--- config.mk ---
export PLATFORM = sky130hd
export DESIGN_NAME = store_drain_port_flat
export DESIGN_NICKNAME = d
export VERILOG_FILES = /design/src/rtl/store_drain_port_if.sv /design/src/rtl/store_drain_port.sv /design/src/flat_wrapper.sv
export SDC_FILE = /design/constraint.sdc
export NUM_CORES = 1
export LEC_CHECK = 0
export CORE_MARGIN = 2
export CORE_UTILIZATION = 45
export CTS_CLUSTER_DIAMETER = 150
export DETAILED_ROUTE_END_ITERATION = 6
export PLACE_DENSITY = 0.7
export SYNTH_ARGS = -nofsm -noshare
export SYNTH_HDL_FRONTEND = slang
export SYNTH_SLANG_ARGS = --single-unit
--- constraint.sdc ---
create_clock -name clk -period 5.1 [get_ports clk]
set_clock_uncertainty 0.15 [all_clocks]
set_input_delay 0.765 -clock clk [delete_from_list [all_inputs] [get_ports clk]]
set_output_delay 0.765 -clock clk [all_outputs]
set_load 0.005 [all_outputs]
--- src/rtl/store_drain_port_if.sv ---
`default_nettype none
// ============================================================================
// Module   : store_drain_port_if
// Purpose  : Bundles the commit, load and memory-port signals of the drain
//            port. The slave modport is the drain port. The master modport is
//            the surrounding logic, meaning the store buffer, the load unit
//            and the data memory.
// Revision : 1.0 - initial release
// ============================================================================
interface store_drain_port_if #(
  parameter int DEPTH = 4
) ();

  logic                   st_valid1;
  logic [31:0]            st_addr1;
  logic [31:0]            st_data1;
  logic                   st_valid2;
  logic [31:0]            st_addr2;
  logic [31:0]            st_data2;
  logic                   st_ready;

  logic                   ld_req;
  logic [31:0]            ld_addr;
  logic                   ld_stall;
  logic                   ld_valid;
  logic [31:0]            ld_data;

  logic                   mem_re;
  logic                   mem_we;
  logic [31:0]            mem_addr;
  logic [31:0]            mem_wdata;
  logic [31:0]            mem_rdata;

  logic                   empty;
  logic [$clog2(DEPTH):0] count;

  modport slave (
    input  st_valid1, st_addr1, st_data1, st_valid2, st_addr2, st_data2,
    output st_ready,
    input  ld_req, ld_addr,
    output ld_stall, ld_valid, ld_data,
    output mem_re, mem_we, mem_addr, mem_wdata,
    input  mem_rdata,
    output empty, count
  );

  modport master (
    output st_valid1, st_addr1, st_data1, st_valid2, st_addr2, st_data2,
    input  st_ready,
    output ld_req, ld_addr,
    input  ld_stall, ld_valid, ld_data,
    input  mem_re, mem_we, mem_addr, mem_wdata,
    output mem_rdata,
    input  empty, count
  );

endinterface
`default_nettype wire

--- src/rtl/store_drain_port.sv ---
`default_nettype none
// ============================================================================
// Module   : store_drain_port
// Purpose  : Memory-side end of the commit path.
//            - Accepts up to two committed stores per cycle into an in-order
//              drain FIFO.
//            - Drains one store per cycle into a single-port synchronous
//              memory.
//            - Arbitrates that port against load reads. Loads that alias a
//              pending store are stalled, and stores cannot starve for more
//              than STARVE_MAX cycles.
// Config   : `define DRAIN_FWD_EN serves aliasing loads from the youngest
//            matching FIFO entry instead of stalling them.
// Revision : 1.0 - initial release
// ============================================================================
module store_drain_port #(
  parameter int DEPTH      = 4,
  parameter int STARVE_MAX = 3
) (
  input  logic              clk,
  input  logic              rst,
  store_drain_port_if.slave bus
);

  localparam int c_ptr_w = $clog2(DEPTH);
  localparam int c_cnt_w = c_ptr_w + 1;
  localparam int c_stv_w = (STARVE_MAX < 1) ? 1 : $clog2(STARVE_MAX + 1);

  logic [31:0]        r_addr [DEPTH];
  logic [31:0]        r_data [DEPTH];
  logic [c_ptr_w-1:0] r_head;
  logic [c_ptr_w-1:0] r_tail;
  logic [c_cnt_w-1:0] r_count;
  logic [c_stv_w-1:0] r_starve;
  logic               r_ld_valid;
  logic               r_sel_mem;
  logic [31:0]        r_ld_data;

  logic [DEPTH-1:0]   w_match;
  logic               w_hazard;
  logic               w_st_ready;
  logic               w_enq1;
  logic               w_enq2;
  logic [1:0]         w_enq_n;
  logic               w_store_win;
  logic               w_load_win;
  logic               w_fwd;
  logic [31:0]        w_fwd_data;

  // An entry is occupied when its distance from head is below count.
  // Only occupied entries may raise a hazard.
  for (genvar gi = 0; gi < DEPTH; gi++) begin : g_entry
    logic [c_ptr_w-1:0] w_off;
    assign w_off        = c_ptr_w'(gi) - r_head;
    assign w_match[gi]  = ({1'b0, w_off} < r_count) && (r_addr[gi] == bus.ld_addr);
  end

  assign w_hazard    = |w_match;
  assign w_st_ready  = (r_count <= c_cnt_w'(DEPTH - 2));
  assign w_enq1      = bus.st_valid1 && w_st_ready;
  assign w_enq2      = w_enq1 && bus.st_valid2;
  assign w_enq_n     = {1'b0, w_enq1} + {1'b0, w_enq2};

  // The store takes the port on any of these conditions:
  // - no load is requesting it;
  // - the store has lost to loads for STARVE_MAX cycles in a row;
  // - the FIFO is full;
  // - the load aliases a pending store, so the store must drain first.
  assign w_store_win = (r_count != '0) &&
                       (!bus.ld_req || (r_starve == c_stv_w'(STARVE_MAX)) ||
                        (r_count == c_cnt_w'(DEPTH)) || w_hazard);
  assign w_load_win  = rst && !w_store_win && bus.ld_req && !w_hazard;

`ifdef DRAIN_FWD_EN
  // Walk the FIFO from oldest to youngest so that the last hit, the youngest
  // matching store, supplies the forwarded data.
  always_comb begin
    w_fwd_data = '0;
    for (int k = 0; k < DEPTH; k++) begin
      if (w_match[r_head + c_ptr_w'(k)]) begin
        w_fwd_data = r_data[r_head + c_ptr_w'(k)];
      end
    end
  end
  assign w_fwd = rst && bus.ld_req && w_hazard;
`else
  assign w_fwd_data = '0;
  assign w_fwd      = 1'b0;
`endif

  assign bus.st_ready  = w_st_ready;
  assign bus.empty     = (r_count == '0);
  assign bus.count     = r_count;
  assign bus.ld_stall  = rst && bus.ld_req && !(w_load_win || w_fwd);
  assign bus.ld_valid  = r_ld_valid;
  // Memory read data arrives one cycle after mem_re. It is presented
  // directly in that cycle and captured afterwards, so that ld_data holds
  // its value.
  assign bus.ld_data   = r_sel_mem ? bus.mem_rdata : r_ld_data;
  assign bus.mem_we    = w_store_win;
  assign bus.mem_re    = w_load_win;
  assign bus.mem_addr  = w_store_win ? r_addr[r_head] : (w_load_win ? bus.ld_addr : '0);
  assign bus.mem_wdata = w_store_win ? r_data[r_head] : '0;

  // FIFO storage. It holds only payload, so it needs no reset; occupancy
  // comes from count.
  always_ff @(posedge clk) begin
    if (w_enq1) begin
      r_addr[r_tail] <= bus.st_addr1;
      r_data[r_tail] <= bus.st_data1;
    end
    if (w_enq2) begin
      r_addr[r_tail + c_ptr_w'(1)] <= bus.st_addr2;
      r_data[r_tail + c_ptr_w'(1)] <= bus.st_data2;
    end
  end

  // Control state includes the pointers, the count, the starvation counter
  // and the load return path.
  always_ff @(posedge clk or negedge rst) begin
    if (!rst) begin
      r_head     <= '0;
      r_tail     <= '0;
      r_count    <= '0;
      r_starve   <= '0;
      r_ld_valid <= 1'b0;
      r_sel_mem  <= 1'b0;
      r_ld_data  <= '0;
    end else begin
      if (w_enq2) begin
        r_tail <= r_tail + c_ptr_w'(2);
      end else if (w_enq1) begin
        r_tail <= r_tail + c_ptr_w'(1);
      end
      if (w_store_win) begin
        r_head <= r_head + c_ptr_w'(1);
      end
      r_count <= r_count + c_cnt_w'(w_enq_n) - c_cnt_w'(w_store_win);

      if (w_store_win) begin
        r_starve <= '0;
      end else if (w_load_win && (r_count != '0) &&
                   (r_starve != c_stv_w'(STARVE_MAX))) begin
        r_starve <= r_starve + c_stv_w'(1);
      end

      r_ld_valid <= w_load_win || w_fwd;
      r_sel_mem  <= w_load_win;
      if (w_fwd) begin
        r_ld_data <= w_fwd_data;
      end else if (r_sel_mem) begin
        r_ld_data <= bus.mem_rdata;
      end
    end
  end

endmodule
`default_nettype wire

--- src/flat_wrapper.sv ---
// flat-port wrapper written by rule: the top's interface ports become plain ports
module store_drain_port_flat 
#(
  parameter int DEPTH      = 4,
  parameter int STARVE_MAX = 3
)
  (clk, rst, bus_st_valid1, bus_st_addr1, bus_st_data1, bus_st_valid2, bus_st_addr2, bus_st_data2, bus_st_ready, bus_ld_req, bus_ld_addr, bus_ld_stall, bus_ld_valid, bus_ld_data, bus_mem_re, bus_mem_we, bus_mem_addr, bus_mem_wdata, bus_mem_rdata, bus_empty, bus_count);
  store_drain_port_if #(.DEPTH(DEPTH)) bus_i ();
  input  logic clk;
  input  logic rst;
  input wire logic [$bits(bus_i.st_valid1)-1:0] bus_st_valid1;
  input wire logic [$bits(bus_i.st_addr1)-1:0] bus_st_addr1;
  input wire logic [$bits(bus_i.st_data1)-1:0] bus_st_data1;
  input wire logic [$bits(bus_i.st_valid2)-1:0] bus_st_valid2;
  input wire logic [$bits(bus_i.st_addr2)-1:0] bus_st_addr2;
  input wire logic [$bits(bus_i.st_data2)-1:0] bus_st_data2;
  output wire logic [$bits(bus_i.st_ready)-1:0] bus_st_ready;
  input wire logic [$bits(bus_i.ld_req)-1:0] bus_ld_req;
  input wire logic [$bits(bus_i.ld_addr)-1:0] bus_ld_addr;
  output wire logic [$bits(bus_i.ld_stall)-1:0] bus_ld_stall;
  output wire logic [$bits(bus_i.ld_valid)-1:0] bus_ld_valid;
  output wire logic [$bits(bus_i.ld_data)-1:0] bus_ld_data;
  output wire logic [$bits(bus_i.mem_re)-1:0] bus_mem_re;
  output wire logic [$bits(bus_i.mem_we)-1:0] bus_mem_we;
  output wire logic [$bits(bus_i.mem_addr)-1:0] bus_mem_addr;
  output wire logic [$bits(bus_i.mem_wdata)-1:0] bus_mem_wdata;
  input wire logic [$bits(bus_i.mem_rdata)-1:0] bus_mem_rdata;
  output wire logic [$bits(bus_i.empty)-1:0] bus_empty;
  output wire logic [$bits(bus_i.count)-1:0] bus_count;
  assign bus_i.st_valid1 = bus_st_valid1;
  assign bus_i.st_addr1 = bus_st_addr1;
  assign bus_i.st_data1 = bus_st_data1;
  assign bus_i.st_valid2 = bus_st_valid2;
  assign bus_i.st_addr2 = bus_st_addr2;
  assign bus_i.st_data2 = bus_st_data2;
  assign bus_st_ready = bus_i.st_ready;
  assign bus_i.ld_req = bus_ld_req;
  assign bus_i.ld_addr = bus_ld_addr;
  assign bus_ld_stall = bus_i.ld_stall;
  assign bus_ld_valid = bus_i.ld_valid;
  assign bus_ld_data = bus_i.ld_data;
  assign bus_mem_re = bus_i.mem_re;
  assign bus_mem_we = bus_i.mem_we;
  assign bus_mem_addr = bus_i.mem_addr;
  assign bus_mem_wdata = bus_i.mem_wdata;
  assign bus_i.mem_rdata = bus_mem_rdata;
  assign bus_empty = bus_i.empty;
  assign bus_count = bus_i.count;
  store_drain_port #(.DEPTH(DEPTH), .STARVE_MAX(STARVE_MAX)) u_core (.clk(clk), .rst(rst), .bus(bus_i));
endmodule
; Word level (Yosys, flattened, before mapping)
; Memory sizes are Yosys's and may differ from the RTL's.
; Index checks and enable logic that the tools add are counted.
[totals]
in_bits = 197
n_memories = 2
regBits = 42
output_inout_bits = 105
mem_bits_rw = 256
[memory_table]
columns = name, depth, word_bits, read_ports, rd_ports_with_merged_regs, write_ports, line_no
row1 = u_core.r_addr, 4, 32, 5, 0, 2, store_drain_port.sv:29  ; logic [31:0] r_addr [DEPTH];
row2 = u_core.r_data, 4, 32, 1, 0, 2, store_drain_port.sv:30  ; logic [31:0] r_data [DEPTH];
[classes]
addsub = 11
magnitude_cmp = 5
muxes = 12
n_eq_ne = 7
reduce_logical = 26
[ops]
columns = op, n
row1 = 32-bit equality test, 4
row2 = 32-bit two-way mux, 4
row3 = 1-bit logical AND, 14
row4 = 2-bit by 3-bit < comparator with 1-bit output, 4
row5 = 2-bit two-way mux, 4
row6 = 2-bit by 1-bit adder with 2-bit output (second input constant), 3
row7 = 1-bit logical NOT, 4
row8 = 1-bit two-way mux, 4
row9 = 2-bit nonzero test, 2
row10 = 4-bit OR reduction, 1
row11 = 1-bit by 2-bit subtractor with 2-bit output (first input constant), 2
row12 = 2-bit subtractor (first input constant), 2
row13 = 3-bit by 2-bit adder with 3-bit output, 1
row14 = 3-bit equality test (second input constant), 1
row15 = 3-bit by 2-bit less-or-equal comparator with 1-bit output (second input constant), 1
row16 = 3-bit logical NOT, 1
row17 = 1-bit logical OR, 3
row18 = 3-bit nonzero test, 1
row19 = 3-bit by 1-bit subtractor with 3-bit output, 1
row20 = 1-bit by 1-bit adder with 2-bit output, 1
row21 = 2-bit adder (second input constant), 1
row22 = 2-bit equality test (second input constant), 1
row23 = 2-bit != test (second input constant), 1

; Longest topological paths before layout
[logic_depth]
depth_word = 14
depth_mapped = 18

; Worst setup path before layout
; Ideal clock, no wire load.
[synth_path]
path_kind = register to register
startpoint = register u_core.r_head[0]
endpoint = register u_core.r_count[2] (netlist: u_core.bus.count[2])
slack_ns = 0.542
stages_incl_launch_ff = 19
n_path_buf = 4
setup_ns = 0.123
arrival_ns = 4.286
required_time_ns = 4.827
cell_sequence = dfrtp_1 -> buf_2 -> buf_2 -> buf_1 -> xnor2_1 -> inv_1 -> ha_1 -> a21oi_1 -> o211ai_1 -> nor4_1 -> or4_4 -> o21ai_4 -> buf_2 -> inv_1 -> ha_1 -> inv_1 -> fa_1 -> fa_1 -> xnor2_1
[synth_via]
elab_chain_cells = 7
elab_cells_between_ends = 16
[synth_rtl]
columns = element, line_no
row1 = "start, declared", store_drain_port.sv:31  ; logic [c_ptr_w-1:0] r_head;
row2 = "start signal, assigned", store_drain_port.sv:136  ; r_head <= r_head + c_ptr_w'(1);
row3 = 1-bit by 2-bit subtractor with 2-bit output or 2-bit subtractor (tied branches), store_drain_port.sv:54  ; assign w_off = c_ptr_w'(gi) - r_head;
row4 = 2-bit by 3-bit < comparator with 1-bit output, store_drain_port.sv:55  ; assign w_match[gi] = ({1'b0, w_off} < r_count) && (r_addr[gi] == bus.ld_addr);
row5 = 1-bit logical AND, store_drain_port.sv:55
row6 = 4-bit OR reduction (*), store_drain_port.sv:58  ; assign w_hazard = |w_match;
row7 = 1-bit logical OR (*), store_drain_port.sv:71  ; (r_count == c_cnt_w'(DEPTH)) || w_hazard);
row8 = 1-bit logical AND (*), store_drain_port.sv:69  ; assign w_store_win = (r_count != '0) &&
row9 = net bus_mem_we, flat_wrapper.sv:24  ; output wire logic [$bits(bus_i.mem_we)-1:0] bus_mem_we;
row10 = 3-bit by 1-bit subtractor with 3-bit output (*), store_drain_port.sv:138  ; r_count <= r_count + c_cnt_w'(w_enq_n) - c_cnt_w'(w_store_win);
row11 = "end signal, assigned", store_drain_port.sv:138
row12 = "end, declared", store_drain_port.sv:33  ; logic [c_cnt_w-1:0] r_count;
; The timed path passes the listed nets; every way through them passes the cells marked *.
; A chain may end at the register's enable or synchronous reset.

; Final worst setup path
[layout_path]
startpoint = input port bus_ld_addr[28]
endpoint = output port bus_mem_addr[0]
[layout_via]
elab_chain_cells = 11
elab_cells_between_ends = 18
[layout_rtl]
columns = element, line_no
row1 = "start, declared", flat_wrapper.sv:19  ; input wire logic [$bits(bus_i.ld_addr)-1:0] bus_ld_addr;
row2 = 32-bit equality test, store_drain_port.sv:55
row3 = 1-bit logical AND, store_drain_port.sv:55
row4 = 4-bit OR reduction (*), store_drain_port.sv:58
row5 = 1-bit logical OR, store_drain_port.sv:71
row6 = 1-bit logical AND, store_drain_port.sv:69
row7 = 1-bit logical NOT, store_drain_port.sv:72  ; assign w_load_win = rst && !w_store_win && bus.ld_req && !w_hazard;
row8 = 1-bit logical AND (3 in series), store_drain_port.sv:72
row9 = 32-bit two-way mux, store_drain_port.sv:102  ; assign bus.mem_addr = w_store_win ? r_addr[r_head] : (w_load_win ? bus.ld_addr : '0);
row10 = 32-bit two-way mux (*), store_drain_port.sv:102
row11 = "end, declared", flat_wrapper.sv:25  ; output wire logic [$bits(bus_i.mem_addr)-1:0] bus_mem_addr;
; Mark *: on every way between the ends. The rest lies on a longest branch, timed or not.

==> reports/metrics.csv <==
stage,metric,value,unit
cts,htree_levels,2,
critical_path,path_class,in2out,
timing,fin_crit_sh,0.9684,
floorplan,die-area,38510,sq um
power_and_ir_drop,p_int,6.951,mW
critical_path,start_kind,input pin,
critical_path,crit_arrival,4.02,ns
cts,clkTransAtPathRegs,0.06,ns
logic_synthesis,syn_nets,1331,
final_layout,nets,1611,
flow_run,maxCapViolCount,0,
floorplan,start_util,0.4553,
logic_synthesis,synth_edf_count,256,
route,ant_nets,0,
logic_synthesis,ys_ff_latch,298,
floorplan,die_h,196.2,um
final_layout,n_fill_cell,2946,
logic_synthesis,syn_area_per_cell,14.85,sq um
route,num_vias,10517,
cts,cts_tree,yes,
floorplan,num_io_pins,302,
cts,clock_path_buffers,3,
logic_synthesis,synth_top_area_share,0.4623,
power_and_ir_drop,seq_power_share,0.350,
final_layout,area_growth,27.52,%
global_routing,overflow,0,
cts,numCtsBuffers,36,
critical_path,max_stage_delay,0.63,ns
critical_path,crit_end,bus_mem_addr[0],
critical_path,critPathSlowestCell,clkdlybuf4s50_1,
route,wl_per_cell,25.06,um
global_routing,grt_use_total,0.2462,
floorplan,core,36520,sq um
cts,postCtsHoldBufs,0,
critical_path,end_kind,output pin,
power_and_ir_drop,p_sw_frac,0.3096,
timing,maxSlewHeadroom,0.3655,
run_status,status,completed,
cts,cts_resized,0,
power_and_ir_drop,power.density,474.8,nW/um^2
placed_design,dp_hpwl,32520,um
critical_path,crit_fanout,29,
critical_path,timing.rr.start,u_core.r_head[1],
worst_hold_path,min_path_type,in2async,
cts,clk_latency,0.53,ns
power_and_ir_drop,p_clk_frac,0.234,
placed_design,io_buffers,301,
critical_path,rr_worst_depth,14,
cts,cts_setup_buffers,0,
cts,cts.sinks,298,
route,first_pass_iters,4,
timing,clock.fmax,202.5,MHz
timing,finalMaxSlewViolations,0,
power_and_ir_drop,ir_drop,248.1,uV
logic_synthesis,synth_ff_type,edfxtp_1,
logic_synthesis,ys_warn_count,0,
floorplan,rows,70,
logic_synthesis,yosysTopAreaCell,edfxtp_1,
logic_synthesis,synthTopCellsByCount,"mux2_2, edfxtp_1, xor2_1",
critical_path,worstPathCellList,"clkdlybuf4s50_1, xor2_1, nor4_1, o211ai_1, nor4_1, or4_4, buf_4, nor3_1, mux2_2, clkdlybuf4s50_1",
route,drt_wl_total,47550,um
timing,fin_crit,4.939,ns
power_and_ir_drop,p_sw,3.117,mW
global_routing,grt_max_degree,53,
critical_path,r2r_end,u_core.bus.count[2],
timing,hold_viol,0,
critical_path,crit_start,bus_ld_addr[28],
route,route.detailed.drc,0,
timing,worstMarginPinSlew,0.9518,ns
power_and_ir_drop,comb_power_share,0.416,
critical_path,worstPathRequired,4.18,ns
global_routing,grt_pass1_vias,11177,
global_routing,antenna_found_initial,3,
route,via_per_inst,5.544,
route,drt-initial-drc-count,686,
logic_synthesis,synth_area,16630,sq um
power_and_ir_drop,power.total,10.07,mW
critical_path,ff2ff_setup_slack,0.84,ns
logic_synthesis,synthCells,1120,
global_routing,grt_pass1_wl,69770,um
placed_design,gp_congestion,0.9838,
logic_synthesis,synthTopCellsByArea,"edfxtp_1, mux2_2, mux4_2",
floorplan,die_width,196.2,um
logic_synthesis,synth-seq-area-share,0.5255,
logic_synthesis,synth.most_common_cell,mux2_2,
cts,cts_root_buffer,clkbuf_16,
timing,setup_viol,0,
final_layout,drive_gt1_frac,0.3338,
power_and_ir_drop,power.leakage,7.585,nW
logic_synthesis,async_reset_ff_frac,0.1409,
timing,rsz0062_at_grt,false,
logic_synthesis,ys_types,35,
timing,final.setup.tns,0,ns
-- how the worst min path moves through the flow --
stage                                     from                    to  slack [ns]  cells past startpoint
after floorplan                            rst   u_core.bus.count[0]        0.32                      0
after global placement    u_core.r_ld_data[20]  u_core.r_ld_data[20]        0.33                      1
after detailed placement  u_core.r_ld_data[15]  u_core.r_ld_data[15]        0.33                      1
after CTS                                  rst      u_core.r_head[1]        0.23                      2
after global routing                       rst   u_core.r_ld_data[2]        0.29                      2
final                                      rst      u_core.r_head[1]        0.25                      2
-- power by group through the flow --
stage	Combinational, mW	Sequential (mW)	Clock [mW]
after detailed placement	4.21	3.57	0
after global routing	4.47	3.57	2.48
final	4.19	3.52	2.36
after CTS	4.24	3.53	2.40
after floorplan	2.27	3.50	0
after global placement	4.21	3.55	0
-- per-layer routing --
metal | wire length (um) | global-route usage | share of wire
met3 | 2770 | 0.04418 | 0.058
met1 | 19640 | 0.3134 | 0.41
met4 | 1464 | 0.08642 | 0.031
met5 | 0 | 0 | 0
met2 | 23670 | 0.4240 | 0.50
-- registers in the layout, summed over array words and instances, names as in the netlist --
| name | flops |
|---|---|
| u_core.r_ld_data | 32 |
| u_core.r_addr | 128 |
| u_core.r_starve | 2 |
| u_core.r_head | 2 |
| u_core.r_data | 128 |
| u_core.bus.count | 3 |
| u_core.r_tail | 2 |
| u_core.bus.ld_valid | 1 |
-- logic make-up (layout without fill, tap and decap cells) --
family          after synthesis  in the layout  share of synthesized area
buf+inv                     139            445                    0.03702
fa+ha+maj                    14             14                    0.01144
flops                       298            298                     0.5255
mux                         384            384                     0.3034
xor+xnor                    133            133                    0.07005
compound gates               20             20                   0.007901
other cells                   0              3                          0
simple gates                132            132                    0.04477
-- through the flow --
step / setup slack (ns) / hold slack [ns] / std cells / util / cell area [sq um]
final: 0.1610 / 0.2471 / 1897 / 0.5806 / 21210
after global routing: 0.05635 / 0.2913 / 1896 / 0.5806 / 21200
after CTS: 0.1930 / 0.2345 / 1894 / 0.5804 / 21200
after detailed placement: 0.1962 / 0.3335 / 1830 / 0.5512 / 20130
after global placement: 0.1815 / 0.3289 / 1830 / 0.5512 / 20130
after floorplan: 0.5418 / 0.3194 / 1120 / - / 16630
-- final cells by class --
| type | count | area [sq um] | area share |
|---|---|---|---|
| flip-flops and latches | 298 | 8746 | 0.4124 |
| multi-input cells | 683 | 7336 | 0.3459 |
| repair buffers | 336 | 3296 | 0.1554 |
| clock buffers | 43 | 948.4 | 0.04472 |
| well taps | 468 | 585.6 | 0.02761 |
| inverters | 45 | 168.9 | 0.007965 |
| clock inverters | 21 | 118.9 | 0.005605 |
| diodes | 3 | 7.507 | 0.0003540 |
-- critical path, delay by kind of cell --
family / cells / cell delay [ns]
muxes: 1 / 0.29
buffers and inverters: 3 / 1.44
and+or+nand+nor: 4 / 1.04
xor gates and xnor gates: 1 / 0.28
AOI/OAI and AO/OA: 1 / 0.17
-- placed cells by master, fill, tap and decap left out, types with 33 or more instances in the layout --
cell type	synthesis	layout
buf_4	4	33
clkbuf_16	0	37
clkdlybuf4s50_1	0	300
dfrtp_1	42	40
edfxtp_1	256	256
inv_1	45	45
mux2_2	317	317
mux4_2	64	64
nor2b_1	33	33
xnor2_1	37	37
xor2_1	96	96
(Power assumes the default switching activity.)
